**config.mk**
```make
export PLATFORM = sky130hd
export DESIGN_NAME = nv_nvdla_rt_mac2accu_pipe
export DESIGN_NICKNAME = d
export VERILOG_FILES = /design/src/rtl/nv_nvdla_rt_mac2accu_pipe.sv
export SDC_FILE = /design/constraint.sdc
export NUM_CORES = 1
export LEC_CHECK = 0
export ABC_AREA = 0
export CAP_MARGIN = 20
export CELL_PAD_IN_SITES_DETAIL_PLACEMENT = 2
export CELL_PAD_IN_SITES_GLOBAL_PLACEMENT = 2
export CORE_MARGIN = 2
export CORE_UTILIZATION = 34
export CTS_CLUSTER_SIZE = 16
export DETAILED_ROUTE_END_ITERATION = 12
export PLACE_DENSITY_LB_ADDON = 0.12
export SETUP_SLACK_MARGIN = 0.02
export SYNTH_ARGS = -nofsm -noshare
export SYNTH_HDL_FRONTEND = slang
export SYNTH_SLANG_ARGS = --single-unit
```
**constraint.sdc**
```tcl
create_clock -name nvdla_core_clk -period 4.9 [get_ports nvdla_core_clk]
set_clock_uncertainty 0.15 [all_clocks]
set_input_delay 1.225 -clock nvdla_core_clk [delete_from_list [all_inputs] [get_ports nvdla_core_clk]]
set_output_delay 1.225 -clock nvdla_core_clk [all_outputs]
set_load 0.01 [all_outputs]
```
**src/rtl/nv_nvdla_rt_mac2accu_pipe.sv**
```systemverilog
// Retiming pipe for the CMAC->CACC partial-sum bundle with in-flight count and idle flag.
// Optional build macro NVDLA_RT_MASK_DATA_GATE_EN: per-lane data load gated by the bundle mask.
module nv_nvdla_rt_mac2accu_pipe #(
    parameter int unsigned STAGES = 2,
    parameter int unsigned LANES  = 8,
    parameter int unsigned DATA_W = 22,
    parameter int unsigned PD_W   = 9,
    parameter int unsigned CNT_W  = 4
) (
    input  logic                     nvdla_core_clk,
    input  logic                     nvdla_core_rst,
    input  logic                     mac2accu_src_pvld,
    input  logic [LANES-1:0]         mac2accu_src_mask,
    input  logic                     mac2accu_src_mode,
    input  logic [LANES*DATA_W-1:0]  mac2accu_src_data,
    input  logic [PD_W-1:0]          mac2accu_src_pd,
    output logic                     mac2accu_dst_pvld,
    output logic [LANES-1:0]         mac2accu_dst_mask,
    output logic                     mac2accu_dst_mode,
    output logic [LANES*DATA_W-1:0]  mac2accu_dst_data,
    output logic [PD_W-1:0]          mac2accu_dst_pd,
    output logic [CNT_W-1:0]         rt_inflight_cnt,
    output logic                     rt_idle
);

    localparam int unsigned DW = LANES * DATA_W;
`ifdef NVDLA_RT_MASK_DATA_GATE_EN
    localparam bit GATE_EN = 1'b1;
`else
    localparam bit GATE_EN = 1'b0;
`endif

    logic             pvld_q [STAGES];
    logic [LANES-1:0] mask_q [STAGES];
    logic             mode_q [STAGES];
    logic [PD_W-1:0]  pd_q   [STAGES];
    logic [DW-1:0]    data_q [STAGES];
    logic [CNT_W-1:0] cnt_q;

    logic             in_pvld [STAGES];
    logic [LANES-1:0] in_mask [STAGES];
    logic             in_mode [STAGES];
    logic [PD_W-1:0]  in_pd   [STAGES];
    logic [DW-1:0]    in_data [STAGES];

    // Stage inputs: stage 0 from the source, stage k from stage k-1.
    always_comb begin
        in_pvld[0] = mac2accu_src_pvld;
        in_mask[0] = mac2accu_src_mask;
        in_mode[0] = mac2accu_src_mode;
        in_pd[0]   = mac2accu_src_pd;
        in_data[0] = mac2accu_src_data;
        for (int k = 1; k < int'(STAGES); k++) begin
            in_pvld[k] = pvld_q[k-1];
            in_mask[k] = mask_q[k-1];
            in_mode[k] = mode_q[k-1];
            in_pd[k]   = pd_q[k-1];
            in_data[k] = data_q[k-1];
        end
    end

    // Valid is a pure shift; payload only loads behind a valid bundle.
    always_ff @(posedge nvdla_core_clk) begin
        if (nvdla_core_rst) begin
            for (int k = 0; k < int'(STAGES); k++) begin
                pvld_q[k] <= 1'b0;
                mask_q[k] <= '0;
                mode_q[k] <= 1'b0;
                pd_q[k]   <= '0;
                data_q[k] <= '0;
            end
        end else begin
            for (int k = 0; k < int'(STAGES); k++) begin
                pvld_q[k] <= in_pvld[k];
                if (in_pvld[k]) begin
                    mask_q[k] <= in_mask[k];
                    mode_q[k] <= in_mode[k];
                    pd_q[k]   <= in_pd[k];
                end
                for (int i = 0; i < int'(LANES); i++) begin
                    if (in_pvld[k] && (!GATE_EN || in_mask[k][i])) begin
                        data_q[k][i*DATA_W +: DATA_W] <= in_data[k][i*DATA_W +: DATA_W];
                    end
                end
            end
        end
    end

    // Tracks popcount of the valid chain: enter at src, leave at dst.
    always_ff @(posedge nvdla_core_clk) begin
        if (nvdla_core_rst) begin
            cnt_q <= '0;
        end else if (mac2accu_src_pvld && !pvld_q[STAGES-1]) begin
            cnt_q <= cnt_q + CNT_W'(1);
        end else if (!mac2accu_src_pvld && pvld_q[STAGES-1]) begin
            cnt_q <= cnt_q - CNT_W'(1);
        end
    end

    assign mac2accu_dst_pvld = pvld_q[STAGES-1];
    assign mac2accu_dst_mask = mask_q[STAGES-1];
    assign mac2accu_dst_mode = mode_q[STAGES-1];
    assign mac2accu_dst_pd   = pd_q[STAGES-1];
    assign mac2accu_dst_data = data_q[STAGES-1];
    assign rt_inflight_cnt   = cnt_q;
    assign rt_idle           = !mac2accu_src_pvld && (cnt_q == '0);

endmodule

```
==> qor.yml, run 1 <==
status:
  run_status: "finished, final reports clean"
clock_tree:
  cts_htree_levels: 2
  cts_root_buf: "sky130_fd_sc_hd__clkbuf_16"
  clock_latency_reported_for_the_late_side_of_the_worst_skew_pair_ps: 550
  cts_resized: 0
  clkSlewWorstSetupHoldPaths_ps: 60
  cts_tree: "built"
  cts-hold-fix-buffers: 0
  number_of_cts_inserted_buffers: 44
  clock_sinks: 394
  max-clock-path-buffers: 3
  cts_setup_buffers: 0
synthesis:
  mappedNetlistArea_mm2: 0.0147
  synth_seq_area_share: 0.799
  synth.distinct_cells: 26
  yosysWarnings: 0
  synth.avg_cell_area_um2: 17.2
  synth_fp_nets: 1057
  number_of_flip_flops_and_latches_in_the_synthesized_netlist: 394
  synthCells: 856
floorplan:
  std_cell_rows: 76
  starting_density_of_the_core: 0.343
  num_io_pins: 397
  fp.dieW_um: 212
  die_h_um: 212
  dieArea_mm2: 0.0450
  core_area_mm2: 0.0429
global_routing:
  grt-ovfl-total: 0
  globalRouteMet1Util: 0.180
  grt.met3_usage: 0.0839
  grt_first_pass_wirelength_mm: 55.7
  grt.met2_usage: 0.286
  overall_routing_resource_usage: 0.168
  grt_pass1_vias: 8923
  grt_antenna_before_repair: 13
  globalRoute.busiestLayer: "met2"
  grt_start_max_net_pins: 132
critical_path:
  crit_path_max_fanout: 5
  critical_path.cell_chain: "clkdlybuf4s50_1, or4_1, nor2_1, clkdlybuf4s50_1"
  timing.setup.critical_path_class: "primary input to primary output"
  slowest_stage: "sky130_fd_sc_hd__clkdlybuf4s50_1"
  end_kind: "primary output"
  critical_path_required_ps: 3520
  setup.worst_path.start_class: "primary input"
  critical-path-top-delay-family: "buffers and inverters"
  worst-endpoint-arrival_ps: 2820
  timing.critical_path.buf_inv: 2
  crit_path_max_incr_delay_ps: 540
  crit_top_cell: "sky130_fd_sc_hd__clkdlybuf4s50_1"
hold_path:
  timing.hold.worst.class: "flip-flop to flip-flop"
sta:
  timing.slew.headroom: 0.371
  tightestPinTransition_ps: 943
  max_freq_ghz: 0.238
  period_minus_slack_ps: 4200
  setup_viol: 0
  totalNegativeSetupSlack_ps: 0
  rsz0062_at_grt: "false"
  final-max-slew-violation-count: 0
  endpoints_failing_hold: 0
  fin_crit_sh: 0.857
  fin_worst_hold_slack_ps: 361
run:
  maxCapViolations: 0
placed_design:
  gp_routability_congestion: 0.743
  numPlacedInstances: 1803
  total_half_perimeter_wirelength_after_legalization_and_detailed_placement_mm: 25.6
  io_buffers: 396
final_layout:
  instances_no_fill: 1886
  syn_to_layout_area_delta_pct: 39.8
  final_nets: 1465
  fraction_of_layout_instances_using_a_drive_strength_above_1: 0.0526
  fillers: 3999
pwr:
  vdd_ir_drop_max_v: 0.000265
  cellLeakagePower_uw: 0.00766
  power.density_mw_per_mm2: 378
detailed_routing:
  drtAntennaViolNets: 0
  drt_pass_1_iters: 4
  drt_via_density: 4.34
  wire_per_inst_um: 20.2
  detail_route.iter0.violations: 359
  wirelength_mm: 38.1
  vias: 8188
  drt_drc_violations_left: 0
-- cell families (layout without fill, tap and decap cells) --
group	Yosys count	count (layout)	synth area share
buf+inv	46	484	0.0202
other cells	0	7	0
fa+ha+maj	4	4	0.00391
xor+xnor	2	2	0.00119
compound gates	4	4	0.00195
mux	2	2	0.00144
simple gates	404	404	0.172
flops	394	394	0.799
-- worst register-to-register path, stage by stage, from the launching register on --
cell and delay [ps]:
sky130_fd_sc_hd__dfxtp_1 330, sky130_fd_sc_hd__inv_1 60, sky130_fd_sc_hd__ha_1 200, sky130_fd_sc_hd__inv_1 150, sky130_fd_sc_hd__ha_1 300, sky130_fd_sc_hd__a21oi_1 240, sky130_fd_sc_hd__a211oi_2 110, sky130_fd_sc_hd__a31oi_1 170
sky130_fd_sc_hd__mux2_1 340
-- area by class of cell --
class,count,area (um^2),area share
multi-input combinational,416,2660,0.129
clock inverter,22,120,0.00584
antenna,7,17.5,0.000851
tap,585,732,0.0356
clock buffer,54,1160,0.0563
timing repair buffer,406,4110,0.200
sequential,394,11800,0.572
inverter,2,7.51,0.000365
-- placed cells by master, fill, tap and decap left out --
cell type                           n
sky130_fd_sc_hd__a211oi_2           1
sky130_fd_sc_hd__a21oi_1            2
sky130_fd_sc_hd__a31oi_1            1
sky130_fd_sc_hd__and2_1           388
sky130_fd_sc_hd__buf_12             6
sky130_fd_sc_hd__buf_4              4
sky130_fd_sc_hd__bufinv_16          1
sky130_fd_sc_hd__clkbuf_1           9
sky130_fd_sc_hd__clkbuf_16         45
sky130_fd_sc_hd__clkdlybuf4s50_1  396
sky130_fd_sc_hd__clkinv_1          15
sky130_fd_sc_hd__clkinv_2           5
sky130_fd_sc_hd__dfxtp_1            6
sky130_fd_sc_hd__diode_2            7
sky130_fd_sc_hd__edfxtp_1         388
sky130_fd_sc_hd__fa_1               1
sky130_fd_sc_hd__ha_1               3
sky130_fd_sc_hd__inv_1              2
sky130_fd_sc_hd__inv_6              1
sky130_fd_sc_hd__mux2_1             1
sky130_fd_sc_hd__mux2i_1            1
sky130_fd_sc_hd__nand3_1            1
sky130_fd_sc_hd__nor2_1             7
sky130_fd_sc_hd__nor2_2             1
sky130_fd_sc_hd__nor2_8             1
sky130_fd_sc_hd__nor2b_1            2
sky130_fd_sc_hd__nor2b_4            1
sky130_fd_sc_hd__or2_4              2
sky130_fd_sc_hd__or4_1              1
sky130_fd_sc_hd__xnor2_1            1
sky130_fd_sc_hd__xor2_1             1
-- final timing paths --
path                                      endpoint  cells past startpoint  slack [ps]         startpoint
worst max-delay path                       rt_idle                      4         700  mac2accu_src_pvld
worst min-delay path                data_q[1][125]                      1         360     data_q[0][125]
worst max register to register  rt_inflight_cnt[3]                      8        2760       pvld_q[0][1]
worst min register to register      data_q[1][125]                      1         360     data_q[0][125]
-- sequential cells by signal, summed over array words and instances, names as in the netlist --
| name | count |
|---|---|
| data_q | 352 |
| rt_inflight_cnt | 4 |
| mask_q | 16 |
| pvld_q | 2 |
| pd_q | 18 |
| mode_q | 2 |
-- cells in the mapped netlist --
| library cell | n | area (um^2) |
|---|---|---|
| sky130_fd_sc_hd__xnor2_1 | 1 | 8.76 |
| sky130_fd_sc_hd__nand3_1 | 1 | 5.00 |
| sky130_fd_sc_hd__nor2_2 | 1 | 6.26 |
| sky130_fd_sc_hd__buf_4 | 2 | 15.0 |
| sky130_fd_sc_hd__nor2b_4 | 1 | 13.8 |
| sky130_fd_sc_hd__and2_1 | 388 | 2430 |
| sky130_fd_sc_hd__a211oi_2 | 1 | 12.5 |
| sky130_fd_sc_hd__buf_6 | 13 | 146 |
| sky130_fd_sc_hd__inv_1 | 2 | 7.51 |
| sky130_fd_sc_hd__buf_2 | 7 | 35.0 |
| sky130_fd_sc_hd__dfxtp_1 | 6 | 120 |
| sky130_fd_sc_hd__fa_1 | 1 | 20.0 |
| sky130_fd_sc_hd__nor2b_1 | 2 | 12.5 |
| sky130_fd_sc_hd__mux2_1 | 1 | 11.3 |
| sky130_fd_sc_hd__a31oi_1 | 1 | 6.26 |
| sky130_fd_sc_hd__or4_1 | 1 | 7.51 |
| sky130_fd_sc_hd__clkbuf_2 | 9 | 45.0 |
| sky130_fd_sc_hd__a21oi_1 | 2 | 10.0 |
| sky130_fd_sc_hd__ha_1 | 3 | 37.5 |
| sky130_fd_sc_hd__or2_2 | 2 | 12.5 |
| sky130_fd_sc_hd__edfxtp_1 | 388 | 11700 |
| sky130_fd_sc_hd__nor2_8 | 1 | 20.0 |
| sky130_fd_sc_hd__mux2i_1 | 1 | 10.0 |
| sky130_fd_sc_hd__clkbuf_1 | 13 | 48.8 |
| sky130_fd_sc_hd__nor2_1 | 7 | 26.3 |
| sky130_fd_sc_hd__xor2_1 | 1 | 8.76 |
-- per-layer routing --
metal | wire length [um] | part of all wire | vias to the layer above
met1 | 14000 | 0.37 | 4050
met2 | 18900 | 0.50 | 263
met3 | 4040 | 0.11 | 71
met4 | 1110 | 0.029 | 10
met5 | 72 | 0.0019 | -
li1 | - | - | 3794
-- stage by stage --
step	setup slack, ps	power (uW)	utilization	instance area [um^2]
global route	645	8080	0.480	20600
finish	702	7770	0.480	20600
detailed placement	691	4850	0.450	19300
floorplan	539	4360	-	14700
global placement	692	4810	0.450	19300
CTS	690	7910	0.480	20600
-- where the power goes --
group | total (uW) | internal [uW] | switching (uW)
Sequential | 4030 | 3960 | 68.2
Combinational | 726 | 405 | 321
Clock | 3010 | 1720 | 1300
Total | 7770 | 6090 | 1680
Power figures use the tool's default switching activity.
==> inputs of run 2 (changes only) <==
Settings changed: CORE_UTILIZATION 34 to 28.
==> qor.yml, run 2 (synthesis results as in run 1) <==
sta:
  max_freq_ghz: 0.240  # was 0.238 GHz
  final-max-slew-violation-count: 0  # unchanged
  totalNegativeSetupSlack_ps: 0  # unchanged
  timing.slew.headroom: 0.442  # was 0.371
  endpoints_failing_hold: 0  # unchanged
  setup_viol: 0  # unchanged
  period_minus_slack_ps: 4160  # was 4200 ps
  fin_worst_hold_slack_ps: 352  # was 361 ps
  fin_crit_sh: 0.849  # was 0.857
  tightestPinTransition_ps: 837  # was 943 ps
  setup_slack_ps: 740  # was 702 ps
  rsz0062_at_grt: "false"  # unchanged
placed_design:
  gp_routability_congestion: 0.739  # was 0.743
  total_half_perimeter_wirelength_after_legalization_and_detailed_placement_mm: 26.3  # was 25.6 mm
  io_buffers: 396  # unchanged
  detailed_place.area_mm2: 0.0195  # was 0.0193 mm^2
  dp_worst_setup_slack_ps: 756  # was 691 ps
clock_tree:
  clkSlewWorstSetupHoldPaths_ps: 60  # about the same
  clock_latency_reported_for_the_late_side_of_the_worst_skew_pair_ps: 560  # was 550 ps
  cts_setup_buffers: 0  # unchanged
  number_of_cts_inserted_buffers: 48  # was 44
  cts_root_buf: "sky130_fd_sc_hd__clkbuf_16"  # unchanged
  cts_htree_levels: 2  # unchanged
  max-clock-path-buffers: 3  # unchanged
  cts-hold-fix-buffers: 0  # unchanged
  cts_resized: 0  # unchanged
  cts_tree: "built"  # unchanged
  clock_sinks: 394  # unchanged
floorplan:
  dieArea_mm2: 0.0544  # was 0.0450 mm^2
  core_area_mm2: 0.0522  # was 0.0429 mm^2
  fp.dieW_um: 233  # was 212 um
  std_cell_rows: 84  # was 76
  starting_density_of_the_core: 0.282  # was 0.343
  die_h_um: 233  # was 212 um
  num_io_pins: 397  # unchanged
global_routing:
  grt_antenna_before_repair: 4  # was 13
  grt.met2_usage: 0.251  # was 0.286
  overall_routing_resource_usage: 0.142  # was 0.168
  grt-ovfl-total: 0  # unchanged
  grt_pass1_vias: 8919  # was 8,923
  grt_start_max_net_pins: 178  # was 132
  grt_first_pass_wirelength_mm: 56.9  # was 55.7 mm
  globalRoute.busiestLayer: "met2"  # unchanged
  globalRouteMet1Util: 0.159  # was 0.180
  grt.met3_usage: 0.0494  # was 0.0839
final_layout:
  final_nets: 1477  # was 1,465
  largestRegisters: "data_q x352, pd_q x18, mask_q x16"  # unchanged
  finish.utilization: 0.403  # was 0.480
  fraction_of_layout_instances_using_a_drive_strength_above_1: 0.0694  # was 0.0526
  largest_register_ffs: 352  # unchanged
  register_bank_with_the_most_flops: "data_q"  # unchanged
  final_cell_area_mm2: 0.0210  # was 0.0206 mm^2
  most_frequent_standard_cell_in_the_layout_excluding_fill_and_tap_cells: "sky130_fd_sc_hd__clkdlybuf4s50_1"  # unchanged
  most-common-layout-cells: "396 x sky130_fd_sc_hd__clkdlybuf4s50_1, 388 x sky130_fd_sc_hd__and2_1, 388 x sky130_fd_sc_hd__edfxtp_1"  # unchanged
  syn_to_layout_area_delta_pct: 42.9  # was 39.8%
pwr:
  switching_share: 0.213  # was 0.217
  vdd_ir_drop_max_v: 0.000207  # was 0.000265 V
  seq_power_share: 0.490  # was 0.519
  cellLeakagePower_uw: 0.00783  # was 0.00766 uW
  total_switching_power_uw: 1750  # was 1680 uW
  combinationalPowerShare: 0.090  # was 0.093
  power.density_mw_per_mm2: 390  # was 378 mW/mm^2
  intPower_uw: 6460  # was 6090 uW
  clock_power_share: 0.420  # was 0.388
run:
  maxCapViolations: 0  # unchanged
critical_path:
  r2r-start: "pvld_q[0][1]"  # unchanged
  worst-endpoint-arrival_ps: 2790  # was 2820 ps
  crit_path_max_incr_delay_ps: 550  # was 540 ps
  crit_top_cell: "sky130_fd_sc_hd__clkdlybuf4s50_1"  # unchanged
  reg2reg_to: "rt_inflight_cnt[3]"  # unchanged
  worst-r2r-setup-slack_ps: 2820  # was 2760 ps
  critical-path-top-delay-family: "buffers and inverters"  # unchanged
  timing.critical_path.buf_inv: 2  # unchanged
  end_kind: "primary output"  # unchanged
  critical_path.cell_chain: "clkdlybuf4s50_1, or4_1, nor2_1, clkdlybuf4s50_1"  # unchanged
  worst_r2r_path_depth: 8  # unchanged
  setup.worst_path.start_class: "primary input"  # unchanged
  timing.setup.critical_path_class: "primary input to primary output"  # unchanged
  slowest_stage: "sky130_fd_sc_hd__clkdlybuf4s50_1"  # unchanged
  crit_path_max_fanout: 5  # unchanged
  critical_path_required_ps: 3520  # about the same
detailed_routing:
  drt_drc_violations_left: 0  # unchanged
  drt_via_density: 4.08  # was 4.34
  detail_route.iter0.violations: 340  # was 359
  vias: 8175  # was 8,188
  wire_per_inst_um: 19.5  # was 20.2 um
  wirelength_mm: 39.1  # was 38.1 mm
  drt_pass_1_iters: 4  # unchanged
  drtAntennaViolNets: 0  # unchanged
hold_path:
  hold_path_depth: 1  # unchanged
  min-delay-start: "data_q[0][10]"  # was data_q[0][125]
  worstHoldEndpoint: "data_q[1][10]"  # was data_q[1][125]
  timing.hold.worst.class: "flip-flop to flip-flop"  # unchanged
status:
  run_status: "finished, final reports clean"  # unchanged
run 2: cell types whose count changed in the layout (fill, tap and decap cells not counted):
cell	delta
sky130_fd_sc_hd__clkinvlp_4	+2
sky130_fd_sc_hd__clkinv_2	+6
sky130_fd_sc_hd__clkbuf_1	+2
sky130_fd_sc_hd__bufinv_16	+4
sky130_fd_sc_hd__buf_12	+4
sky130_fd_sc_hd__clkbuf_16	+4
sky130_fd_sc_hd__clkinv_1	-7
sky130_fd_sc_hd__buf_4	+4
sky130_fd_sc_hd__diode_2	-5
sky130_fd_sc_hd__inv_6	-1
run 2: final cells by class:
type	instances	area, um^2
fill	5090	31200
sequential	394	11800
timing repair buffer	414	4220
multi-input combinational	416	2660
clock buffer	60	1270
tap	688	861
clock inverter	26	250
inverter	2	7.51
antenna	2	5.00
run 2: worst max-delay path by stage:
| stage | from | endpoint | cells after the start |
|---|---|---|---|
| 6_report | mac2accu_src_pvld | rt_idle | 4 |
| 5_1_grt | mac2accu_src_pvld | rt_idle | 4 |
| 4_1_cts | mac2accu_src_pvld | rt_idle | 4 |
| 3_5_place_dp | mac2accu_src_pvld | rt_idle | 4 |
| 3_3_place_gp | mac2accu_src_pvld | rt_idle | 4 |
| 2_1_floorplan | nvdla_core_rst | data_q[1][0] | 2 |
run 2: through the flow:
step | total power [uW] | std cells
after floorplan | 4360 | 856
after CTS | 8380 | 2000
after global routing | 8540 | 2002
after global placement | 4830 | 1914
after detailed placement | 4860 | 1914
final | 8210 | 2002
run 2: power groups by stage:
| stage | sequential [uW] | clock [uW] | combinational (uW) |
|---|---|---|---|
| floorplan | 4160 | 0 | 200 |
| global placement | 4090 | 0 | 746 |
| detailed placement | 4100 | 0 | 757 |
| CTS | 4030 | 3590 | 762 |
| global route | 4050 | 3690 | 800 |
| finish | 4030 | 3450 | 736 |
run 2: per-layer routing:
metal | routed length (um) | share of wire | vias up
li1 | - | - | 3821
met1 | 14900 | 0.38 | 4077
met2 | 20300 | 0.52 | 217
met3 | 3050 | 0.078 | 56
met4 | 813 | 0.021 | 4
met5 | 23 | 0.00059 | -
==> inputs of run 3 (changes only) <==
Clock period 4.9 ns to 3.58 ns, I/O delays scaled along.
==> qor.yml, run 3 (synthesis results as in run 1) <==
critical_path:
  timing.setup.critical_path_class: "primary input to primary output"  # unchanged
  worst-endpoint-arrival_ps: 2370  # was 2790 ps
  end_kind: "primary output"  # unchanged
  critical_path_required_ps: 2530  # was 3520 ps
  setup.worst_path.start_class: "primary input"  # unchanged
  crit_path_max_fanout: 2  # was 5
final_layout:
  finish.utilization: 0.403  # about the same
  largest_register_ffs: 352  # unchanged
  most-common-layout-cells: "396 x sky130_fd_sc_hd__clkdlybuf4s50_1, 388 x sky130_fd_sc_hd__and2_1, 388 x sky130_fd_sc_hd__edfxtp_1"  # unchanged
  most_frequent_standard_cell_in_the_layout_excluding_fill_and_tap_cells: "sky130_fd_sc_hd__clkdlybuf4s50_1"  # unchanged
  largestRegisters: "data_q x352, pd_q x18, mask_q x16"  # unchanged
  register_bank_with_the_most_flops: "data_q"  # unchanged
  syn_to_layout_area_delta_pct: 42.9  # about the same
  fraction_of_layout_instances_using_a_drive_strength_above_1: 0.0683  # was 0.0694
  final_nets: 1484  # was 1,477
  instances_no_fill: 2007  # was 2,002
floorplan:
  std_cell_rows: 84  # unchanged
  starting_density_of_the_core: 0.282  # unchanged
  num_io_pins: 397  # unchanged
  dieArea_mm2: 0.0544  # unchanged
  core_area_mm2: 0.0522  # unchanged
  fp.dieW_um: 233  # unchanged
  die_h_um: 233  # unchanged
detailed_routing:
  drt_drc_violations_left: 0  # unchanged
  detail_route.iter0.violations: 336  # was 340
  wirelength_mm: 38.7  # was 39.1 mm
  drt_via_density: 4.10  # was 4.08
  drt_pass_1_iters: 4  # unchanged
  vias: 8224  # was 8,175
  drtAntennaViolNets: 0  # unchanged
  wire_per_inst_um: 19.3  # was 19.5 um
global_routing:
  grt_start_max_net_pins: 70  # was 178
  grt-ovfl-total: 0  # unchanged
  overall_routing_resource_usage: 0.141  # was 0.142
  grt_antenna_before_repair: 6  # was 4
  grt_pass1_vias: 8954  # was 8,919
  grt_first_pass_wirelength_mm: 56.6  # was 56.9 mm
clock_tree:
  max-clock-path-buffers: 3  # unchanged
  cts_setup_buffers: 0  # unchanged
  clock_sinks: 394  # unchanged
  cts_tree: "built"  # unchanged
  cts_resized: 0  # unchanged
  cts_htree_levels: 2  # unchanged
  cts-hold-fix-buffers: 0  # unchanged
  cts_root_buf: "sky130_fd_sc_hd__clkbuf_16"  # unchanged
  clock_latency_reported_for_the_late_side_of_the_worst_skew_pair_ps: 570  # was 560 ps
  number_of_cts_inserted_buffers: 47  # was 48
  clkSlewWorstSetupHoldPaths_ps: 50  # was 60 ps
pwr:
  cellLeakagePower_uw: 0.00783  # about the same
  vdd_ir_drop_max_v: 0.000416  # was 0.000207 V
  power.density_mw_per_mm2: 521  # was 390 mW/mm^2
sta:
  totalNegativeSetupSlack_ps: 0  # unchanged
  setup_slack_ps: 165  # was 740 ps
  max_freq_ghz: 0.293
  timing.slew.headroom: 0.681  # was 0.442
  period_minus_slack_ps: 3410
  rsz0062_at_grt: "false"  # unchanged
  tightestPinTransition_ps: 478  # was 837 ps
  fin_crit_sh: 0.954
  endpoints_failing_hold: 0  # unchanged
  setup_viol: 0  # unchanged
  final-max-slew-violation-count: 0  # unchanged
placed_design:
  gp_routability_congestion: 0.751  # was 0.739
  io_buffers: 396  # unchanged
  total_half_perimeter_wirelength_after_legalization_and_detailed_placement_mm: 26.5  # was 26.3 mm
  dp_worst_setup_slack_ps: 168  # was 756 ps
  numPlacedInstances: 1922  # was 1,914
status:
  run_status: "finished, final reports clean"  # unchanged
hold_path:
  timing.hold.worst.class: "flip-flop to flip-flop"  # unchanged
run:
  maxCapViolations: 0  # unchanged
==> run 3: worst paths after layout <==
check	endpoint	depth (start not counted)	start	slack [ps]
hold reg to reg	data_q[1][48]	1	data_q[0][48]	360
hold / removal	data_q[1][48]	1	data_q[0][48]	360
setup / recovery	rt_idle	4	mac2accu_src_pvld	170
setup reg to reg	rt_inflight_cnt[3]	8	pvld_q[0][1]	1460
==> run 3: worst max-delay path: stages <==
cell,delay [ps]
sky130_fd_sc_hd__clkdlybuf4s50_1,420
sky130_fd_sc_hd__or4_1,410
sky130_fd_sc_hd__nor2_1,100
sky130_fd_sc_hd__clkdlybuf4s50_1,550
==> run 3: final cells by class <==
type / count / area [um^2]
diodes: 2 / 5.00
fillers: 5133 / 31200
clock inverters: 21 / 119
well taps: 688 / 861
repair buffers: 422 / 4320
multi-input cells: 416 / 2660
inverters: 2 / 7.51
flip-flops and latches: 394 / 11800
clock buffers: 62 / 1290
==> run 3: layer usage <==
metal	up-vias	routed length, um	part of all wire	GRT usage
met3	63	3160	0.082	0.0496
met4	6	874	0.023	0.0498
met5	-	38	0.00098	0
met1	4092	14600	0.38	0.159
li1	3832	-	-	-
met2	231	20000	0.52	0.246
==> run 3: where the power goes <==
part	internal [uW]	total (uW)	leakage (uW)	switching [uW]
Sequential	5420	5510	0.00423	88.3
Clock	2590	4440	0.000693	1840
Combinational	580	1030	0.00291	447
==> run 3: through the flow <==
stage               power, uW  cell area (um^2)  hold WS, ps
CTS                     11200             21000          365
global route            11400             21000          378
floorplan                5960             14700          347
global placement         6640             19600          349
detailed placement       6670             19600          357
finish                  11000             21000          362
